### config.mk
export PLATFORM = sky130hd
export DESIGN_NAME = grid_accelerator
export DESIGN_NICKNAME = d
export VERILOG_FILES = /design/src/rtl/accel_pkg.sv /design/src/rtl/grid_row_unit.sv /design/src/rtl/grid_accelerator.sv
export SDC_FILE = /design/constraint.sdc
export NUM_CORES = 1
export LEC_CHECK = 0
export CAP_MARGIN = 0
export CORE_UTILIZATION = 35
export CTS_CLUSTER_DIAMETER = 50
export DETAILED_ROUTE_END_ITERATION = 7
export PLACE_DENSITY = 0.67
export SLEW_MARGIN = 5
export SYNTH_ARGS = -nofsm -noshare
export SYNTH_HDL_FRONTEND = slang
export SYNTH_SLANG_ARGS = --single-unit
### constraint.sdc
create_clock -name clk -period 2.3 [get_ports clk]
set_input_delay 0.46 -clock clk [delete_from_list [all_inputs] [get_ports clk]]
set_output_delay 0.46 -clock clk [all_outputs]
set_load 0.01 [all_outputs]
### src/rtl/accel_pkg.sv
// Shared opcodes, instruction field positions and engine state
// for the grid accelerator.
package accel_pkg;

  localparam int INSTR_W = 24;

  localparam logic [5:0] OP_NOP    = 6'd0;
  localparam logic [5:0] OP_MATMUL = 6'd1;
  localparam logic [5:0] OP_ADD    = 6'd2;

  localparam int OP_MSB = 23;
  localparam int OP_LSB = 18;
  localparam int A_MSB  = 17;
  localparam int A_LSB  = 13;
  localparam int B_MSB  = 12;
  localparam int B_LSB  = 8;
  localparam int D_MSB  = 7;
  localparam int D_LSB  = 3;

  typedef enum logic {
    FETCH,
    EXEC
  } state_t;

endpackage

### src/rtl/grid_row_unit.sv
// One result row: dot products of an A row with B columns, or an
// elementwise row sum. ACCEL_SATURATE_EN clamps instead of wrapping.
module grid_row_unit
  import accel_pkg::*;
#(
  parameter int NUM_SIZE  = 16,
  parameter int GRID_SIZE = 2,
  parameter int RW        = 1
) (
  input  logic                                          mul,
  input  logic [RW-1:0]                                 row,
  input  logic [GRID_SIZE-1:0][NUM_SIZE-1:0]            a_row,
  input  logic [GRID_SIZE*GRID_SIZE-1:0][NUM_SIZE-1:0]  b,
  output logic [GRID_SIZE-1:0][NUM_SIZE-1:0]            d_row
);

  localparam int ACC_W = 2*NUM_SIZE + $clog2(GRID_SIZE);
`ifdef ACCEL_SATURATE_EN
  localparam logic [ACC_W-1:0] MAX = ACC_W'({NUM_SIZE{1'b1}});
`endif

  logic [ACC_W-1:0] acc;

  always_comb begin
    acc   = '0;
    d_row = '0;
    for (int c = 0; c < GRID_SIZE; c++) begin
      acc = '0;
      if (mul) begin
        for (int k = 0; k < GRID_SIZE; k++)
          acc = acc + ACC_W'(a_row[k])
                    * ACC_W'(b[k*GRID_SIZE+c]);
      end else begin
        acc = ACC_W'(a_row[c])
            + ACC_W'(b[int'(row)*GRID_SIZE+c]);
      end
`ifdef ACCEL_SATURATE_EN
      d_row[c] = (acc > MAX) ? {NUM_SIZE{1'b1}}
                             : acc[NUM_SIZE-1:0];
`else
      d_row[c] = acc[NUM_SIZE-1:0];
`endif
    end
  end

endmodule

### src/rtl/grid_accelerator.sv
// Programmable N x N matrix engine over a local word memory.
// Define ACCEL_SATURATE_EN to clamp results instead of wrapping.
module grid_accelerator
  import accel_pkg::*;
#(
  parameter  int NUM_SIZE   = 16,
  parameter  int BUFFER_LEN = 32,
  parameter  int GRID_SIZE  = 2,
  localparam int ADDR_W     = $clog2(BUFFER_LEN)
) (
  input  logic                clk,
  input  logic                rst,
  input  logic                ce,
  input  logic                mem_we,
  input  logic [ADDR_W-1:0]   mem_addr,
  input  logic [NUM_SIZE-1:0] mem_wdata,
  input  logic                instr_we,
  input  logic [ADDR_W-1:0]   instr_addr,
  input  logic [INSTR_W-1:0]  instr_wdata,
  output logic [ADDR_W-1:0]   pc,
  output logic                busy
);

  localparam int RW = (GRID_SIZE > 1) ? $clog2(GRID_SIZE) : 1;

  logic [NUM_SIZE-1:0] memory       [BUFFER_LEN];
  logic [INSTR_W-1:0]  instructions [BUFFER_LEN];

  state_t              state;
  logic [RW-1:0]       row;
  logic [INSTR_W-1:0]  ins;
  logic [5:0]          op;
  logic [4:0]          ba, bb, bd;
  logic                is_mul, is_op;
  logic                unused_rsvd;
  logic [ADDR_W-1:0]   pc_nxt;

  logic [GRID_SIZE-1:0][NUM_SIZE-1:0]           a_row, d_row;
  logic [GRID_SIZE*GRID_SIZE-1:0][NUM_SIZE-1:0] b_all;

  function automatic logic [ADDR_W-1:0] wrap(
    input int base,
    input int off
  );
    return ADDR_W'((base + off) % BUFFER_LEN);
  endfunction

  always_comb begin
    ins         = instructions[pc];
    op          = ins[OP_MSB:OP_LSB];
    ba          = ins[A_MSB:A_LSB];
    bb          = ins[B_MSB:B_LSB];
    bd          = ins[D_MSB:D_LSB];
    unused_rsvd = ^ins[2:0];
    is_mul      = (op == OP_MATMUL);
    is_op       = is_mul || (op == OP_ADD);
    pc_nxt      = (pc == ADDR_W'(BUFFER_LEN-1))
                ? '0 : pc + 1'b1;
    for (int k = 0; k < GRID_SIZE; k++)
      a_row[k] = memory[wrap(int'(ba),
                             int'(row)*GRID_SIZE + k)];
    for (int i = 0; i < GRID_SIZE*GRID_SIZE; i++)
      b_all[i] = memory[wrap(int'(bb), i)];
  end

  grid_row_unit #(
    .NUM_SIZE  (NUM_SIZE),
    .GRID_SIZE (GRID_SIZE),
    .RW        (RW)
  ) u_row (
    .mul   (is_mul),
    .row   (row),
    .a_row (a_row),
    .b     (b_all),
    .d_row (d_row)
  );

  // Host write is last so it wins over a same-address engine write.
  always_ff @(posedge clk) begin
    if (state == EXEC && ce)
      for (int c = 0; c < GRID_SIZE; c++)
        memory[wrap(int'(bd), int'(row)*GRID_SIZE + c)]
          <= d_row[c];
    if (mem_we)
      memory[mem_addr] <= mem_wdata;
  end

  always_ff @(posedge clk) begin
    if (instr_we)
      instructions[instr_addr] <= instr_wdata;
  end

  always_ff @(posedge clk or negedge rst) begin
    if (!rst) begin
      pc    <= '0;
      state <= FETCH;
      row   <= '0;
      busy  <= 1'b0;
    end else if (ce) begin
      unique case (state)
        FETCH: begin
          if (is_op) begin
            state <= EXEC;
            row   <= '0;
            busy  <= 1'b1;
          end else begin
            pc <= pc_nxt;
          end
        end
        EXEC: begin
          if (row == RW'(GRID_SIZE-1)) begin
            state <= FETCH;
            row   <= '0;
            busy  <= 1'b0;
            pc    <= pc_nxt;
          end else begin
            row <= row + 1'b1;
          end
        end
        default: state <= FETCH;
      endcase
    end
  end

endmodule

* Word-level counts from Yosys, hierarchy flattened
Memory sizes are Yosys's and may differ from the RTL's.
Index checks and enable logic that the tools add are counted.
** Storage, ports and cells
- Bits of input ports :: 55
- Memories :: 1
- Output and inout bits :: 6
- Flip-flop bits (word level) :: 8
- Memory bits (writable) :: 768
** Memory list
- instructions :: words 32, bits a word 24, read ports 1, clocked after Yosys merged registers in 0, write ports 1, line grid_accelerator.sv:27 : logic [INSTR_W-1:0] instructions [BUFFER_LEN];
** Operators by class
- Muxes and demuxes :: 15
- Equality and inequality tests :: 6
- Bitwise logic cells :: 1
- Add/sub/neg operators :: 2
- Reduce and logical (&&, ||, !) cells :: 4
** Operator list (count)
- 5-bit two-way mux :: 3
- 5-bit one-hot mux with 2 select lines :: 1
- 1-bit two-way mux :: 8
- 6-bit by 1-bit == test with 1-bit output, second input constant :: 1
- 6-bit by 2-bit == test with 1-bit output, second input constant :: 1
- 1-bit one-hot mux with 2 select lines :: 3
- 3-bit AND reduction :: 2
- 5-bit by 1-bit adder with 5-bit output, second input constant :: 1
- 5-bit == test, second input constant :: 1
- 2-bit inequality test, second input constant :: 2
- 2-bit by 1-bit inequality test with 1-bit output, second input constant :: 1
- 2-bit AND reduction :: 1
- 1-bit adder, second input constant :: 1
- 1-bit logical OR :: 1
- 1-bit inverter :: 1

* Logic depth before layout (Yosys ltp)
An unclocked memory read counts as a cell.
- Depth in word-level cells :: 5
- Depth in mapped cells :: 9

* Worst setup path before layout
OpenSTA, ideal clock, no wires.
- Kind :: register to register
- From :: register pc[0]
- To :: register pc[2]
- Setup slack :: -237 ps
- Data required time :: 2174 ps
- Data arrival time :: 2411 ps
- Stages on the path, launching flop included :: 9
- Clock period less this slack :: 2537 ps
- Cell sequence :: dfrtp_1 > buf_6 > mux4_2 > a22o_1 > a221oi_2 > xor2_1 > a22oi_2 > a31o_4 > a221o_1
** On the way
- Cells in the longest elaborated chain, start to end :: 5
** RTL lines
- from (decl) :: line grid_accelerator.sv:20 : output logic [ADDR_W-1:0] pc,
- from (signal assigned) :: line grid_accelerator.sv:107 : pc <= pc_nxt;
- from (signal assigned) :: line grid_accelerator.sv:115 : pc <= pc_nxt;
- memory read 32 x 24 bit
- 6-bit by 1-bit == test with 1-bit output / 6-bit by 2-bit == test with 1-bit output (equally long branches) :: line grid_accelerator.sv:55, grid_accelerator.sv:56
- 1-bit logical OR :: line grid_accelerator.sv:56 : is_op = is_mul || (op == OP_ADD);
- 2-bit inequality test (no source line)
- 3-bit AND reduction (no source line)
Several ways; a longest one is shown, not always the timed one. The select of a mux whose other input is x is not followed.
A chain may end at the register's enable or synchronous reset.

* Worst setup path in the final report
- From :: register pc[0]
- To :: register pc[3]
Same word-level chain as after synthesis.

==> flow_summary_export.csv <==
group,metric,value,unit
timing,fmaxAchievable,381.3,MHz
drt,dr.pass1.iters,5,
logic_synthesis,syn_nets,438,
global_route,use_met1,18.35,%
logic_synthesis,yosys-top-cells-area,"edfxtp_1 78%, mux4_2 6.1%, dfrtp_1 2.7%",
global_route,grt_antenna_before_repair,0,
power_and_ir_drop,p_leak,3.014,nW
setup_path,ff2ff_setup_slack,-0.32,ns
timing,drv_slew,0,
clocking,cts.sink_count,200,
timing,final-setup-viol-count,8,
timing,period_minus_slack,2.623,ns
finish,fillerInstances,1740,
die,num_io_pins,61,
setup_path,r2r_end,"pc[3]$_DFFE_PN0P_",
setup_path,path_max_fanout,7,
logic_synthesis,synth_top_area_share,77.88,%
clocking,cts_tree,"built",
logic_synthesis,syn_inst,381,
global_route,top_usage_layer,"met2",
placed_design,post-dp-hpwl,9.087,mm
die,fp.dieW,147.4,microns
logic_synthesis,synth-edff-count,192,
finish,multi_input_area,1465,sq um
logic_synthesis,synthFlopType,"edfxtp_1",
global_route,grt_overflow_total,0,
finish,final_core_util,44.93,%
die,core_area,20490,sq um
setup_path,cp.required,2.62,ns
timing,finalHoldViolations,0,
finish,area_growth,24.39,%
hold_path,hold_class,"primary input to async pin",
logic_synthesis,synth.top_cells.by_count,"192 x edfxtp_1, 46 x nor2_1, 20 x mux4_2, 20 x nor4_1, 16 x or4_1",
drt,vias,3845,
logic_synthesis,ys_seq_area_share,80.58,%
power_and_ir_drop,max-vdd-ir-drop,0.0005906,V
placed_design,place_inst,733,
setup_path,arrival,2.94,ns
job,maxCapViolCount,0,
setup_path,critPathKind,"flop to flop",
setup_path,cp-startpoint,"pc[0]$_DFFE_PN0P_",
finish,seq_area,5967,sq um
drt,ant_nets,0,
drt,drc_errors,0,
clocking,root_buffer,"clkbuf_16",
logic_synthesis,syn_area,7403,sq um
global_route,grtUsageMet2,24.65,%
logic_synthesis,synthArstFlopShare,4.000,%
drt,post_drt_via_cell_ratio,5.013,
die,start_util,36.12,%
drt,routed_wl,14.94,mm
die,die_h,147.4,microns
logic_synthesis,ys_seq_elements,200,
power_and_ir_drop,power.density,1022,nW/um^2
clocking,clk_latency,0.43,ns
timing,maxSlewHeadroom,68.47,%
die,rows,52,
setup_path,cp_num_buf_inv,3,
setup_path,endpoint,"pc[3]$_DFFE_PN0P_",
finish,diodes,0,
timing,finalCritPeriodShare,114.0,%
setup_path,crit_chain,"buf_12 > buf_12 > mux4_2 > a22oi_2 > nand2_2 > xor2_2 > a22oi_2 > buf_4 > a311oi_2 > a221o_1",
timing,worst_pin_slew,0.4730,ns
finish,drive_above_1_share,29.18,%
clocking,clkTransAtPathRegs,0.07,ns
placed_design,dp_slack,-0.3417,ns
setup_path,critPathMaxStageDelay,0.51,ns
global_route,grt_first_pass_wirelength,23.11,mm
setup_path,critPathTopFamily,"compound AO/OA/AOI/OAI gates",
logic_synthesis,yosysTopAreaCell,"edfxtp_1",
timing,skew,0.01027,ns
clocking,h-tree-depth,4,
setup_path,reg2reg_from,"pc[0]$_DFFE_PN0P_",
setup_path,crit_path_end_kind,"flop",
global_route,met3_usage,3.735,%
setup_path,path_depth,10,
run_status,violations,"setup timing",
placed_design,gp_congestion,0.7683,
setup_path,critPathSlowestCell,"mux4_2",
logic_synthesis,synth_area_per_cell,19.43,sq um
finish,stdcell_count,767,
drt,wire_per_inst,19.47,microns
clocking,cts_buffer_depth,2,
run_status,outcome,"finished, violations left",
clocking,cts_buffers,17,
finish,layout.nets,542,
logic_synthesis,yosysWarnings,0,
timing,fin_ws,-0.3229,ns
setup_path,startpoint_type,"flop",
timing,rsz0062_at_grt,"yes",
setup_path,worst-r2r-cell-count,10,
placed_design,io_buffers,20,
global_route,grt_max_degree,33,
global_route,grtUsageTotal,14.79,%
die,die_area,21740,sq um
clocking,holdBufCountCts,0,
drt,drt_iter0_drc,356,
logic_synthesis,ys_types,39,
logic_synthesis,synth_most_common_cell,"edfxtp_1",
global_route,first_global_vias,4044,
-- registers in the layout (all words and copies together), names as in the netlist --
signal / count
instructions: 192
busy: 1
state: 1
pc: 5
row: 1
-- routing by layer --
metal  wire [microns]  vias up
li1                 -     1761
met1             6180     1956
met5                0        -
met4              283        0
met2             7517      108
met3              954       20
-- where the power goes --
part | internal, W | switching, W | total (W)
logic | 0.00113 | 0.000968 | 0.00210
clock network | 0.00192 | 0.00119 | 0.00311
registers | 0.00410 | 0.0000999 | 0.00420
total | 0.00715 | 0.00226 | 0.00941
-- worst min-delay path by stage --
stage,to,from
global placement,row$_DFFE_PN0P_,row$_DFFE_PN0P_
detailed placement,row$_DFFE_PN0P_,row$_DFFE_PN0P_
floorplan,busy$_DFFE_PN0P_,rst
CTS,pc[1]$_DFFE_PN0P_,rst
global route,pc[1]$_DFFE_PN0P_,rst
finish,pc[1]$_DFFE_PN0P_,rst
-- kinds of logic after synthesis --
kind of cell	synth area share [%]
DFF	80.58
and+or+nand+nor	8.112
muxes	6.963
buffers and inverters	0.8789
adders and majority gates	0.3380
AOI/OAI and AO/OA	2.890
xor gates and xnor gates	0.2366
-- metrics by stage --
| stage | power [W] | hold WS [ns] | setup TNS (ns) | area (sq um) |
|---|---|---|---|---|
| final | 0.009409 | 0.3003 | -1.989 | 9209 |
| after global routing | 0.009765 | 0.3110 | -2.803 | 9209 |
| after CTS | 0.009319 | 0.2959 | -2.218 | 9104 |
| after detailed placement | 0.006183 | 0.4951 | -2.154 | 8458 |
| after global placement | 0.006129 | 0.4773 | -2.191 | 8458 |
| after floorplan | 0.005350 | 0.1644 | -0.8965 | 7410 |
-- layout make-up --
type                       instances  share of cell area (%)
timing repair buffer              93                   8.723
multi-input combinational        168                   15.91
tap                              270                   3.668
inverter                           5                  0.2038
sequential                       200                   64.80
clock inverter                     9                   1.875
clock buffer                      22                   4.823
-- placed cells by master (no fill, tap or decap), types with 4 or more instances in the layout --
cell / instances
inv_1: 5
clkdlybuf4s50_1: 20
nor2_1: 46
dfrtp_1: 7
a22oi_2: 5
mux4_2: 20
clkbuf_1: 5
buf_4: 69
nand3b_1: 5
o21ai_0: 4
nor4_1: 19
bufinv_16: 5
nand2_1: 6
edfxtp_1: 192
clkbuf_16: 18
or4_1: 15
-- repair_timing --
action                                  4_1_cts  5_1_grt
pin swaps                                     2        8
endpoints found under the setup margin        8        8
cloned                                        0        1
buffers inserted                              1        1
hold endpoints to repair                      0        0
gates resized for setup                       4       15
No activity file was read; power rests on OpenSTA's default activity.
